===== config.mk =====
export PLATFORM = sky130hd
export DESIGN_NAME = spi_load_sequencer_flat
export DESIGN_NICKNAME = d
export VERILOG_FILES = /design/src/rtl/spi_seq_pkg.sv /design/src/rtl/spi_load_sequencer_if.sv /design/src/rtl/spi_seq_table.sv /design/src/rtl/spi_load_sequencer.sv /design/src/flat_wrapper.sv
export SDC_FILE = /design/constraint.sdc
export NUM_CORES = 1
export LEC_CHECK = 0
export BUFFER_PORTS_ARGS = -buffer_cell sky130_fd_sc_hd__buf_2
export CAP_MARGIN = 20
export CORE_AREA = 2 2 144 251
export DETAILED_ROUTE_END_ITERATION = 12
export DIE_AREA = 0 0 146 253
export PLACE_DENSITY = 0.7
export SYNTH_ARGS = -nofsm -noshare
export SYNTH_HDL_FRONTEND = slang
export SYNTH_SLANG_ARGS = --single-unit

===== constraint.sdc =====
create_clock -name clk -period 4.8 [get_ports clk]
set_input_delay 0.72 -clock clk [delete_from_list [all_inputs] [get_ports clk]]
set_output_delay 0.72 -clock clk [all_outputs]
set_load 0.005 [all_outputs]

===== src/rtl/spi_seq_pkg.sv =====
// Shared definitions for the SPI load sequencer: FSM encoding, default widths, write-flag position.
// Latency: n/a (types and constants only).
// Backpressure: n/a.
package spi_seq_pkg;

    localparam int SEQ_DWIDTH   = 16;
    localparam int SEQ_NUM_SEG  = 8;
    localparam int SEQ_LEN_W    = 12;
    localparam int SEQ_SRC_AW   = 12;
    localparam int SEQ_STRIDE_W = 4;
    localparam int SEQ_TMO_CYC  = 4096;

    // Bit of the SPI address word that marks a write transfer.
    localparam int SEQ_WR_BIT   = SEQ_DWIDTH - 1;

    typedef enum logic [2:0] {
        ST_IDLE,
        ST_SEG_LD,
        ST_FETCH,
        ST_ISSUE,
        ST_WAIT,
        ST_NEXT,
        ST_FIN
    } seq_state_e;

endpackage


===== src/rtl/spi_load_sequencer_if.sv =====
// Parallel-port bundle between the load sequencer (master modport) and the SPI master core (slave modport).
// Latency: n/a (wiring only).
// Backpressure: spi_busy from the SPI master holds off spi_start.
interface spi_load_sequencer_if
    import spi_seq_pkg::*;
#(
    parameter int DWIDTH = SEQ_DWIDTH
) ();
    logic [DWIDTH-1:0] spi_addr;
    logic [DWIDTH-1:0] spi_wdata;
    logic              spi_start;
    logic [15:0]       spi_nod;
    logic              spi_busy;
    logic              spi_done;
    logic [DWIDTH-1:0] spi_rdata;

    modport master (
        output spi_addr, spi_wdata, spi_start, spi_nod,
        input  spi_busy, spi_done, spi_rdata
    );

    modport slave (
        input  spi_addr, spi_wdata, spi_start, spi_nod,
        output spi_busy, spi_done, spi_rdata
    );
endinterface


===== src/rtl/spi_seq_table.sv =====
// Segment table: NUM_SEG entries of {wr, base, len, stride}, written from config, read by the sequencer.
// Latency: write lands on the next clk edge; read is combinational.
// Backpressure: none; the caller gates writes.
module spi_seq_table
    import spi_seq_pkg::*;
#(
    parameter int NUM_SEG  = SEQ_NUM_SEG,
    parameter int AW       = SEQ_DWIDTH - 1,
    parameter int LEN_W    = SEQ_LEN_W,
    parameter int STRIDE_W = SEQ_STRIDE_W,
    parameter int IDX_W    = $clog2(NUM_SEG)
) (
    input  logic                clk,
    input  logic                we_i,
    input  logic [IDX_W-1:0]    widx_i,
    input  logic                wr_i,
    input  logic [AW-1:0]       base_i,
    input  logic [LEN_W-1:0]    len_i,
    input  logic [STRIDE_W-1:0] stride_i,
    input  logic [IDX_W-1:0]    ridx_i,
    output logic                wr_o,
    output logic [AW-1:0]       base_o,
    output logic [LEN_W-1:0]    len_o,
    output logic [STRIDE_W-1:0] stride_o
);
    logic                wr_q     [NUM_SEG];
    logic [AW-1:0]       base_q   [NUM_SEG];
    logic [LEN_W-1:0]    len_q    [NUM_SEG];
    logic [STRIDE_W-1:0] stride_q [NUM_SEG];

    // Entry write; contents intentionally survive reset so a table can be reused after a reset.
    always_ff @(posedge clk) begin
        if (we_i) begin
            wr_q[widx_i]     <= wr_i;
            base_q[widx_i]   <= base_i;
            len_q[widx_i]    <= len_i;
            stride_q[widx_i] <= stride_i;
        end
    end

    assign wr_o     = wr_q[ridx_i];
    assign base_o   = base_q[ridx_i];
    assign len_o    = len_q[ridx_i];
    assign stride_o = stride_q[ridx_i];
endmodule


===== src/rtl/spi_load_sequencer.sv =====
// Walks the segment table and drives the SPI master parallel port; write bytes come from a source memory.
// Latency: spi_done -> next spi_start is 3 clk for writes, 2 clk for reads (more across segments).
// Backpressure: spi_busy holds ISSUE; abort stops after the in-flight transfer. Optional: SEQ_TIMEOUT_EN.
module spi_load_sequencer
    import spi_seq_pkg::*;
#(
    parameter int DWIDTH   = SEQ_DWIDTH,
    parameter int NUM_SEG  = SEQ_NUM_SEG,
    parameter int LEN_W    = SEQ_LEN_W,
    parameter int SRC_AW   = SEQ_SRC_AW,
    parameter int STRIDE_W = SEQ_STRIDE_W,
    parameter int TMO_CYC  = SEQ_TMO_CYC
) (
    input  logic                         clk,
    input  logic                         reset,
    input  logic                         cfg_we,
    input  logic [$clog2(NUM_SEG)-1:0]   cfg_idx,
    input  logic                         cfg_wr,
    input  logic [DWIDTH-2:0]            cfg_base,
    input  logic [LEN_W-1:0]             cfg_len,
    input  logic [STRIDE_W-1:0]          cfg_stride,
    input  logic [$clog2(NUM_SEG):0]     cfg_nseg,
    input  logic                         go,
    input  logic                         abort,
    output logic [SRC_AW-1:0]            src_addr,
    input  logic [7:0]                   src_data,
    spi_load_sequencer_if.master         spi,
    output logic                         rd_valid,
    output logic [DWIDTH-1:0]            rd_data,
    output logic [DWIDTH-2:0]            rd_addr,
    output logic                         busy,
    output logic                         done,
    output logic                         err
);
    localparam int AW    = DWIDTH - 1;
    localparam int SEG_W = $clog2(NUM_SEG);

    seq_state_e           state_q;
    logic [SEG_W:0]       seg_q, nseg_q;
    logic [LEN_W-1:0]     len_q, idx_q;
    logic [STRIDE_W-1:0]  stride_q;
    logic                 wr_q, abort_q;
    logic [AW-1:0]        addr_q;
    logic [SRC_AW-1:0]    ptr_q;
    logic                 spi_start_q, rd_valid_q, busy_q, done_q;
    logic [DWIDTH-1:0]    spi_addr_q, spi_wdata_q, rd_data_q;
    logic [15:0]          spi_nod_q;
    logic [AW-1:0]        rd_addr_q;

    logic                 tbl_wr;
    logic [AW-1:0]        tbl_base;
    logic [LEN_W-1:0]     tbl_len;
    logic [STRIDE_W-1:0]  tbl_stride;
    logic                 abort_seen;

    assign abort_seen = abort_q | abort;

    spi_seq_table #(
        .NUM_SEG  (NUM_SEG),
        .AW       (AW),
        .LEN_W    (LEN_W),
        .STRIDE_W (STRIDE_W)
    ) u_table (
        .clk      (clk),
        .we_i     (cfg_we && (state_q == ST_IDLE)),
        .widx_i   (cfg_idx),
        .wr_i     (cfg_wr),
        .base_i   (cfg_base),
        .len_i    (cfg_len),
        .stride_i (cfg_stride),
        .ridx_i   (seg_q[SEG_W-1:0]),
        .wr_o     (tbl_wr),
        .base_o   (tbl_base),
        .len_o    (tbl_len),
        .stride_o (tbl_stride)
    );

`ifdef SEQ_TIMEOUT_EN
    localparam int TMO_W = $clog2(TMO_CYC + 1);
    logic [TMO_W-1:0] tmo_q;
    logic             err_q;
`else
    logic unused_tmo;
    assign unused_tmo = (TMO_CYC != 0);
`endif

    // Sequencer FSM; every output is a register written here.
    always_ff @(posedge clk) begin
        if (reset) begin
            state_q     <= ST_IDLE;
            seg_q       <= '0;
            nseg_q      <= '0;
            len_q       <= '0;
            idx_q       <= '0;
            stride_q    <= '0;
            wr_q        <= 1'b0;
            abort_q     <= 1'b0;
            addr_q      <= '0;
            ptr_q       <= '0;
            spi_start_q <= 1'b0;
            spi_addr_q  <= '0;
            spi_wdata_q <= '0;
            spi_nod_q   <= '0;
            rd_valid_q  <= 1'b0;
            rd_data_q   <= '0;
            rd_addr_q   <= '0;
            busy_q      <= 1'b0;
            done_q      <= 1'b0;
`ifdef SEQ_TIMEOUT_EN
            tmo_q       <= '0;
            err_q       <= 1'b0;
`endif
        end else begin
            spi_start_q <= 1'b0;
            rd_valid_q  <= 1'b0;
            done_q      <= 1'b0;
            // Abort is only meaningful once a sequence is running; it is cleared by the next go.
            if (state_q != ST_IDLE && abort) begin
                abort_q <= 1'b1;
            end
            case (state_q)
                ST_IDLE: begin
                    if (go) begin
                        seg_q   <= '0;
                        nseg_q  <= cfg_nseg;
                        abort_q <= 1'b0;
                        busy_q  <= 1'b1;
`ifdef SEQ_TIMEOUT_EN
                        err_q   <= 1'b0;
`endif
                        state_q <= (cfg_nseg == '0) ? ST_FIN : ST_SEG_LD;
                    end
                end
                ST_SEG_LD: begin
                    wr_q      <= tbl_wr;
                    len_q     <= tbl_len;
                    stride_q  <= tbl_stride;
                    addr_q    <= tbl_base;
                    idx_q     <= '0;
                    spi_nod_q <= 16'(tbl_len);
                    if (tbl_len == '0) begin
                        state_q <= ST_NEXT;
                    end else begin
                        state_q <= tbl_wr ? ST_FETCH : ST_ISSUE;
                    end
                end
                ST_FETCH: begin
                    // src_addr already shows ptr; the byte arrives next cycle.
                    state_q <= ST_ISSUE;
                end
                ST_ISSUE: begin
                    if (!spi.spi_busy) begin
                        spi_start_q <= 1'b1;
                        spi_addr_q  <= {wr_q, addr_q};
                        spi_wdata_q <= wr_q ? {{(DWIDTH-8){1'b0}}, src_data} : '0;
`ifdef SEQ_TIMEOUT_EN
                        tmo_q       <= '0;
`endif
                        state_q     <= ST_WAIT;
                    end
                end
                ST_WAIT: begin
                    if (spi.spi_done) begin
                        if (wr_q) begin
                            ptr_q <= ptr_q + SRC_AW'(1);
                        end else begin
                            rd_valid_q <= 1'b1;
                            rd_data_q  <= spi.spi_rdata;
                            rd_addr_q  <= addr_q;
                        end
                        idx_q  <= idx_q + LEN_W'(1);
                        addr_q <= addr_q + AW'(stride_q);
                        if (idx_q == len_q - LEN_W'(1) || abort_seen) begin
                            state_q <= ST_NEXT;
                        end else begin
                            state_q <= wr_q ? ST_FETCH : ST_ISSUE;
                        end
                    end
`ifdef SEQ_TIMEOUT_EN
                    else if (tmo_q == TMO_W'(TMO_CYC - 1)) begin
                        err_q   <= 1'b1;
                        abort_q <= 1'b1;
                        state_q <= ST_FIN;
                    end else begin
                        tmo_q <= tmo_q + TMO_W'(1);
                    end
`endif
                end
                ST_NEXT: begin
                    seg_q <= seg_q + (SEG_W+1)'(1);
                    if (seg_q == nseg_q - (SEG_W+1)'(1) || abort_seen) begin
                        state_q <= ST_FIN;
                    end else begin
                        state_q <= ST_SEG_LD;
                    end
                end
                ST_FIN: begin
                    done_q  <= 1'b1;
                    busy_q  <= 1'b0;
                    state_q <= ST_IDLE;
                end
                default: state_q <= ST_IDLE;
            endcase
        end
    end

    assign src_addr      = ptr_q;
    assign spi.spi_start = spi_start_q;
    assign spi.spi_addr  = spi_addr_q;
    assign spi.spi_wdata = spi_wdata_q;
    assign spi.spi_nod   = spi_nod_q;
    assign rd_valid      = rd_valid_q;
    assign rd_data       = rd_data_q;
    assign rd_addr       = rd_addr_q;
    assign busy          = busy_q;
    assign done          = done_q;
`ifdef SEQ_TIMEOUT_EN
    assign err           = err_q;
`else
    assign err           = 1'b0;
`endif
endmodule


===== src/flat_wrapper.sv =====
// flat-port wrapper written by rule: the top's interface ports become plain ports
module spi_load_sequencer_flat import spi_seq_pkg::*;
#(
    parameter int DWIDTH   = SEQ_DWIDTH,
    parameter int NUM_SEG  = SEQ_NUM_SEG,
    parameter int LEN_W    = SEQ_LEN_W,
    parameter int SRC_AW   = SEQ_SRC_AW,
    parameter int STRIDE_W = SEQ_STRIDE_W,
    parameter int TMO_CYC  = SEQ_TMO_CYC
)
  (clk, reset, cfg_we, cfg_idx, cfg_wr, cfg_base, cfg_len, cfg_stride, cfg_nseg, go, abort, src_addr, src_data, rd_valid, rd_data, rd_addr, busy, done, err, spi_spi_addr, spi_spi_wdata, spi_spi_start, spi_spi_nod, spi_spi_busy, spi_spi_done, spi_spi_rdata);
  spi_load_sequencer_if #(.DWIDTH(DWIDTH)) spi_i ();
  input  logic clk;
  input  logic reset;
  input  logic cfg_we;
  input  logic [$clog2(NUM_SEG)-1:0] cfg_idx;
  input  logic cfg_wr;
  input  logic [DWIDTH-2:0] cfg_base;
  input  logic [LEN_W-1:0] cfg_len;
  input  logic [STRIDE_W-1:0] cfg_stride;
  input  logic [$clog2(NUM_SEG):0] cfg_nseg;
  input  logic go;
  input  logic abort;
  output logic [SRC_AW-1:0] src_addr;
  input  logic [7:0] src_data;
  output logic rd_valid;
  output logic [DWIDTH-1:0] rd_data;
  output logic [DWIDTH-2:0] rd_addr;
  output logic busy;
  output logic done;
  output logic err;
  output wire logic [$bits(spi_i.spi_addr)-1:0] spi_spi_addr;
  output wire logic [$bits(spi_i.spi_wdata)-1:0] spi_spi_wdata;
  output wire logic [$bits(spi_i.spi_start)-1:0] spi_spi_start;
  output wire logic [$bits(spi_i.spi_nod)-1:0] spi_spi_nod;
  input wire logic [$bits(spi_i.spi_busy)-1:0] spi_spi_busy;
  input wire logic [$bits(spi_i.spi_done)-1:0] spi_spi_done;
  input wire logic [$bits(spi_i.spi_rdata)-1:0] spi_spi_rdata;
  assign spi_spi_addr = spi_i.spi_addr;
  assign spi_spi_wdata = spi_i.spi_wdata;
  assign spi_spi_start = spi_i.spi_start;
  assign spi_spi_nod = spi_i.spi_nod;
  assign spi_i.spi_busy = spi_spi_busy;
  assign spi_i.spi_done = spi_spi_done;
  assign spi_i.spi_rdata = spi_spi_rdata;
  spi_load_sequencer #(.DWIDTH(DWIDTH), .NUM_SEG(NUM_SEG), .LEN_W(LEN_W), .SRC_AW(SRC_AW), .STRIDE_W(STRIDE_W), .TMO_CYC(TMO_CYC)) u_core (.clk(clk), .reset(reset), .cfg_we(cfg_we), .cfg_idx(cfg_idx), .cfg_wr(cfg_wr), .cfg_base(cfg_base), .cfg_len(cfg_len), .cfg_stride(cfg_stride), .cfg_nseg(cfg_nseg), .go(go), .abort(abort), .src_addr(src_addr), .src_data(src_data), .spi(spi_i), .rd_valid(rd_valid), .rd_data(rd_data), .rd_addr(rd_addr), .busy(busy), .done(done), .err(err));
endmodule

==> results of run 1 <==
-- kinds of logic after synthesis --
family	Yosys count
simple gates	355
buf+inv	92
compound gates	165
flops	386
mux	91
other cells	1
fa+ha+maj	10
xor+xnor	45
-- synthesized netlist by cell type, drive strengths merged, types with 18 or more instances --
master  number
edfxtp     256
nand2      168
dfxtp      130
a21oi      101
nor2        78
mux4        60
clkbuf      48
nand3       34
buf         32
mux2i       30
xor2        27
nor3        19
xnor2       18
-- stage by stage --
step                      total power (uW)  area, um2  instances  utilization [%]  hold slack (ps)
after floorplan                       4211      15560       1157                -            446.6
after global placement                4413      16660       1707            47.51            437.2
after detailed placement              4433      16700       1709            47.62            445.7
after CTS                             7343      17920       1772            51.10            402.9
after global routing                  7542      17940       1773            51.15            416.3
final                                 7275      17940       1773            51.15            423.7
-- state kept, by name, indices dropped and copies added, names as in the netlist, 3 cells and up, named ones only --
signal / flops
u_core.state_q: 3
u_core.src_addr: 12
u_core.u_table.stride_q: 32
u_core.seg_q: 4
u_core.spi.spi_addr: 16
u_core.u_table.base_q: 120
u_core.stride_q: 4
u_core.spi.spi_wdata: 8
u_core.idx_q: 12
u_core.len_q: 12
u_core.u_table.wr_q: 8
u_core.addr_q: 15
u_core.rd_addr: 15
u_core.u_table.len_q: 96
u_core.nseg_q: 4
u_core.rd_data: 16
-- per-layer routing --
metal,share of wire [%],vias to the layer above,track usage [%]
met4,3.7,12,7.961
met3,4.9,77,3.405
met2,53,268,32.61
met5,0.21,-,0
met1,38,4702,19.31
li1,-,4476,-
-- worst max-delay path, cell delays in order (launching register included) --
cell and delay, ps:
dfxtp_1 440, nor3_2 590, nand3_1 430, nor2_4 950
-- worst max-delay path by stage --
stage,from,to,slack [ps],depth (start not counted)
floorplan,u_core.state_q[2],u_core.u_table.base_q[1][0],920,5
global route,u_core.state_q[2],u_core.u_table.base_q[5][10],1770,3
finish,u_core.state_q[0],u_core.u_table.base_q[5][10],1980,3
global placement,u_core.state_q[2],u_core.u_table.base_q[5][7],1990,3
detailed placement,u_core.state_q[2],u_core.u_table.base_q[3][6],1910,3
CTS,u_core.state_q[0],u_core.u_table.stride_q[3][0],1890,3
-- final cells by class --
cell class	instances	area [um2]	area share (%)
clock inverter	16	256.5	1.430
tap	465	581.8	3.243
timing repair buffer	168	920.9	5.134
sequential	386	10290	57.38
inverter	12	45.04	0.2511
clock buffer	47	960.9	5.357
multi-input combinational	679	4881	27.21
-- report_power, final --
group	internal [uW]	leakage (uW)	switching, uW
combinational	228	0.00220	353
sequential	3660	0.00337	118
clock	1700	0.000589	1210
==> reports/results.ini, run 1 <==
[place]
io_buffers = 152
place_ws_ps = 1911
place_congestion = 0.8600
place_hpwl_um = 21690

[detailed_routing]
num_vias = 9535
via_per_inst = 5.378
drtAntennaViolNets = 0
firstDrtPassIters = 5
drtIter0Drc = 680
wl_per_cell_um = 18.48
drt-total-wl_um = 32760
drc = 0

[sta]
tightest_slew_ps = 1081
rsz0062_at_grt = false
final_max_slew_viol_count = 0
slew_headroom_pct = 27.78
setup_viol = 0
fin_crit_sh_pct = 58.65
hold_viol = 0
period_minus_slack_ps = 2815
finalWorstSetupSlack_ps = 1985
tns_ps = 0
fin_skew_ps = 22.74
fmax_ghz = 0.3552

[clock_tree]
root_buffer = clkbuf_16
clkSlewWorstSetupHoldPaths_ps = 70
postCtsSetupRepairBufs = 0
numCtsBuffers = 35
postCtsHoldBufs = 0
htreeDepth = 2
clk_latency_ps = 550
post_cts_resized = 0
clkSinkCount = 386
cts_tree = built
clockBufferDepth = 3

[setup_path]
rrSetupSlack_ps = 1980
worst-r2r-cell-count = 3
worstSetupStartpointType = register
path_class = reg2reg
required_ps = 4950
r2r_end = u_core.u_table.base_q[5][10]
r2r_start = u_core.state_q[0]
worstPathArrival_ps = 2960
crit_path_end_kind = register
cp_max_fo = 32

[yosys]
postSynthCellCount = 1145
yosysWarnings = 0
synthTopCellsByArea = edfxtp_1 50%, dfxtp_1 17%, mux4_2 8.4%
synth.avg_cell_area_um2 = 13.55
muxShareOfSynthArea_pct = 10.76
syn_area_um2 = 15520
synth-xor-area-share_pct = 2.540
ys_ff_latch = 386
synthAdderAreaFrac_pct = 0.8547
synth_top_family_by_area = multiplexers
synth-edff-count = 256
synth_top_area_cell = edfxtp_1
synth_compound_gate_area_share_pct = 6.225
ys_async_sr_fraction_pct = 0
synthSimpleGateAreaFrac_pct = 10.32
synth.distinct_cells = 66
synth_flop_cell = edfxtp_1
synth_top_area_share_pct = 49.54
yosysSeqAreaShare_pct = 66.31

[floorplanning]
die_area_um2 = 36940
core_um2 = 35070
die_x_um = 146
row_count = 91
start_util_pct = 44.25
fp.dieH_um = 253
ios = 166

[global_routing]
grt_pass1_vias = 9478
grt-ovfl-total = 0
antenna_found_initial = 6
grt_pass1_wl_um = 51110
grt_util_all_layers_pct = 17.56
grt_max_degree = 94

[worst_hold_path]
min_to = u_core.rd_data[0]
hold_start = spi_spi_rdata[0]
min_path_cells = 3
min_path_type = in2reg

[power_and_ir_drop]
p_leak_uw = 0.006159
power_density_nw_per_um2 = 405.5
irDropWorstVdd_mv = 0.2161

[layout]
drive_gt1_share_pct = 23.24
area_growth_pct = 15.60
final_common_cell = edfxtp_1
fillers = 2933
mostFrequentLayoutCells = 256 x edfxtp_1, 167 x nand2_1, 151 x buf_2
nets = 1362
diodes = 0

[status]
status = complete, no violations

[run]
max-cap-violations = 0

No activity file was read; power rests on OpenSTA's default activity.
==> inputs of run 2 (changes only) <==
Settings changed: ABC_AREA set to 1, CORE_AREA 2 2 144 251 to 2 2 146 254, DIE_AREA 0 0 146 253 to 0 0 148 256.
Clock period 4.8 ns to 2.6 ns, I/O delays scaled along.
==> reports/results.ini, run 2 <==
[status]
status = complete, no violations

[sta]
fmax_ghz = 0.4324
finalWorstSetupSlack_ps = 287.5
fin_crit_sh_pct = 88.94
period_minus_slack_ps = 2312
tightest_slew_ps = 712.6
slew_headroom_pct = 52.44
hold_viol = 0
final_max_slew_viol_count = 0
fin_skew_ps = 11.65
setup_viol = 0
hold_ws_ps = 35.48
rsz0062_at_grt = false

[power_and_ir_drop]
power_density_nw_per_um2 = 792.5
p_leak_uw = 0.007297
irDropWorstVdd_mv = 0.4512

[detailed_routing]
wl_per_cell_um = 16.82
drc = 0
drtIter0Drc = 949
via_per_inst = 5.298
num_vias = 11780
firstDrtPassIters = 5
drt-total-wl_um = 37380
drtAntennaViolNets = 0

[clock_tree]
htreeDepth = 1
postCtsHoldBufs = 0
clkSinkCount = 386
clk_latency_ps = 580
root_buffer = clkbuf_16
numCtsBuffers = 31
clockBufferDepth = 3
clkSlewWorstSetupHoldPaths_ps = 70
cts_tree = built

[yosys]
synthTopCellsByArea = edfxtp_1 48%, dfxtp_1 16%, nand2_1 5.8%
synth_common_cells = 256 x edfxtp_1, 246 x nand2_1, 204 x nor2_1, 169 x o21ai_0, 139 x inv_1
ys_ff_latch = 386
ys_async_sr_fraction_pct = 0
muxShareOfSynthArea_pct = 0
synth_top_area_share_pct = 48.23
yosysWarnings = 0
synth_top_family_by_area = simple AND/OR/NAND/NOR gates
synth_flop_cell = edfxtp_1
synth.avg_cell_area_um2 = 10.10
synthAdderAreaFrac_pct = 0.8321
synthSimpleGateAreaFrac_pct = 15.73
yosysSeqAreaShare_pct = 64.56
synth.distinct_cells = 44
synth_most_common_cell = edfxtp_1
synth-edff-count = 256
syn_area_um2 = 15940
synth_top_area_cell = edfxtp_1
postSynthCellCount = 1578
synth_compound_gate_area_share_pct = 12.02
synth-xor-area-share_pct = 0.7693

[global_routing]
grt_util_all_layers_pct = 19.26
grt-ovfl-total = 0
antenna_found_initial = 10
grt_pass1_wl_um = 58230
grt_pass1_vias = 11450
grt_max_degree = 61

[layout]
largest_reg_flops = 120
drive_gt1_share_pct = 15.76
final_common_cell = edfxtp_1
area_growth_pct = 15.68
nets = 1806
top_regs = u_core.u_table.base_q (120), u_core.u_table.len_q (96), u_core.u_table.stride_q (32)
top_register = u_core.u_table.base_q
mostFrequentLayoutCells = 256 x edfxtp_1, 246 x nand2_1, 198 x nor2_1
fillers = 3157

[setup_path]
path_class = reg2reg
worstPathArrival_ps = 2770
worstSetupStartpointType = register
path_cells = ha_1 > inv_1 > fa_1 > inv_1 > nand3_1 > nand2_1 > nand4_1 > nor2_2 > nand3_1 > nor2_1 > nor2_1 > o21ai_0 > a31oi_1
crit_path_max_incr_delay_ps = 380
crit_path_end_kind = register
critical_path.slowest_cell = dfxtp_1
required_ps = 3060
cp_max_fo = 4

[place]
place_congestion = 0.8333
place_ws_ps = 347.3
place_hpwl_um = 24790
io_buffers = 152

[floorplanning]
core_um2 = 35910
die_x_um = 148
die_area_um2 = 37890
row_count = 92
ios = 166
fp.dieH_um = 256
start_util_pct = 44.38

[run]
max-cap-violations = 0

[worst_hold_path]
min_path_type = in2reg

[run 2: changes by cell type in the layout (fill, tap and decap cells not counted), sizes merged, moves of 17 or more]
| cell | delta |
|---|---|
| nand3 | +72 |
| o221ai | +25 |
| mux2i | -30 |
| mux4 | -60 |
| buf | +27 |
| nand2 | +81 |
| o211ai | +17 |
| a21oi | -29 |
| o22ai | +24 |
| nor2 | +132 |
| inv | +132 |
| xor2 | -19 |
| o21ai | +155 |
[run 2: final timing paths]
kind	startpoint	end	slack, ps	cells past startpoint
max	u_core.addr_q[0]	u_core.addr_q[12]	290	13
min	spi_spi_rdata[11]	u_core.rd_data[11]	40	3
max reg2reg	u_core.addr_q[0]	u_core.addr_q[12]	290	13
min reg2reg	u_core.spi.spi_wdata[5]	u_core.spi.spi_wdata[5]	470	2
[run 2: area by class of cell]
type / count / area, um2 / share of cell area [%]
Timing Repair Buffer: 195 / 1146 / 6.216
Clock inverter: 12 / 168.9 / 0.9161
Inverter: 144 / 540.5 / 2.932
Sequential cell: 386 / 10290 / 55.83
Tap cell: 470 / 588.1 / 3.189
Clock buffer: 46 / 913.4 / 4.954
Multi-Input combinational cell: 968 / 4782 / 25.94
Antenna cell: 2 / 5.005 / 0.02714
[run 2: worst max-delay path, delay by kind of cell (launching register included)]
| family | cells | cell delay [ps] |
|---|---|---|
| flops | 1 | 380 |
| compound gates | 2 | 230 |
| fa+ha+maj | 2 | 550 |
| buf+inv | 2 | 150 |
| simple gates | 7 | 890 |
[run 2: what timing repair did]
item / 4_1_cts / 5_1_grt
setup buffers: 0 / 0
resized for setup: 0 / 1
endpoints found under the setup margin: 0 / 1
[run 2: power by group]
part           internal (uW)  total, uW  switching (uW)
clock                   2830       4930            2100
combinational            765       2360            1600
sequential              7020       7320             302
[run 2: routing by layer]
layer,track usage (%),vias to the layer above,share of wire (%),routed length (um)
met4,10.37,16,4.4,1630
met5,0,-,0.25,93
met2,35.40,367,53,19720
li1,-,5693,-,-
met1,20.50,5580,37,13800
met3,3.583,121,5.7,2143
[run 2: stage by stage]
step / area [um2] / util (%) / setup TNS, ps / cells / power, uW
6_report: 18440 / 51.34 / 0 / 2223 / 14610
5_1_grt: 18440 / 51.34 / 0 / 2223 / 15240
4_1_cts: 18430 / 51.32 / 0 / 2221 / 14680
3_5_place_dp: 17350 / 48.30 / 0 / 2163 / 9785
3_3_place_gp: 17350 / 48.30 / 0 / 2163 / 9708
2_1_floorplan: 15980 / - / -107140 / 1590 / 8962
[run 2: logic make-up (layout without fill, tap and decap cells)]
family | count (synthesis) | in the layout
and+or+nand+nor | 596 | 596
DFF | 386 | 386
AOI/OAI and AO/OA | 335 | 335
buffers and inverters | 236 | 397
xor gates and xnor gates | 14 | 14
adders and majority gates | 10 | 10
other | 1 | 15
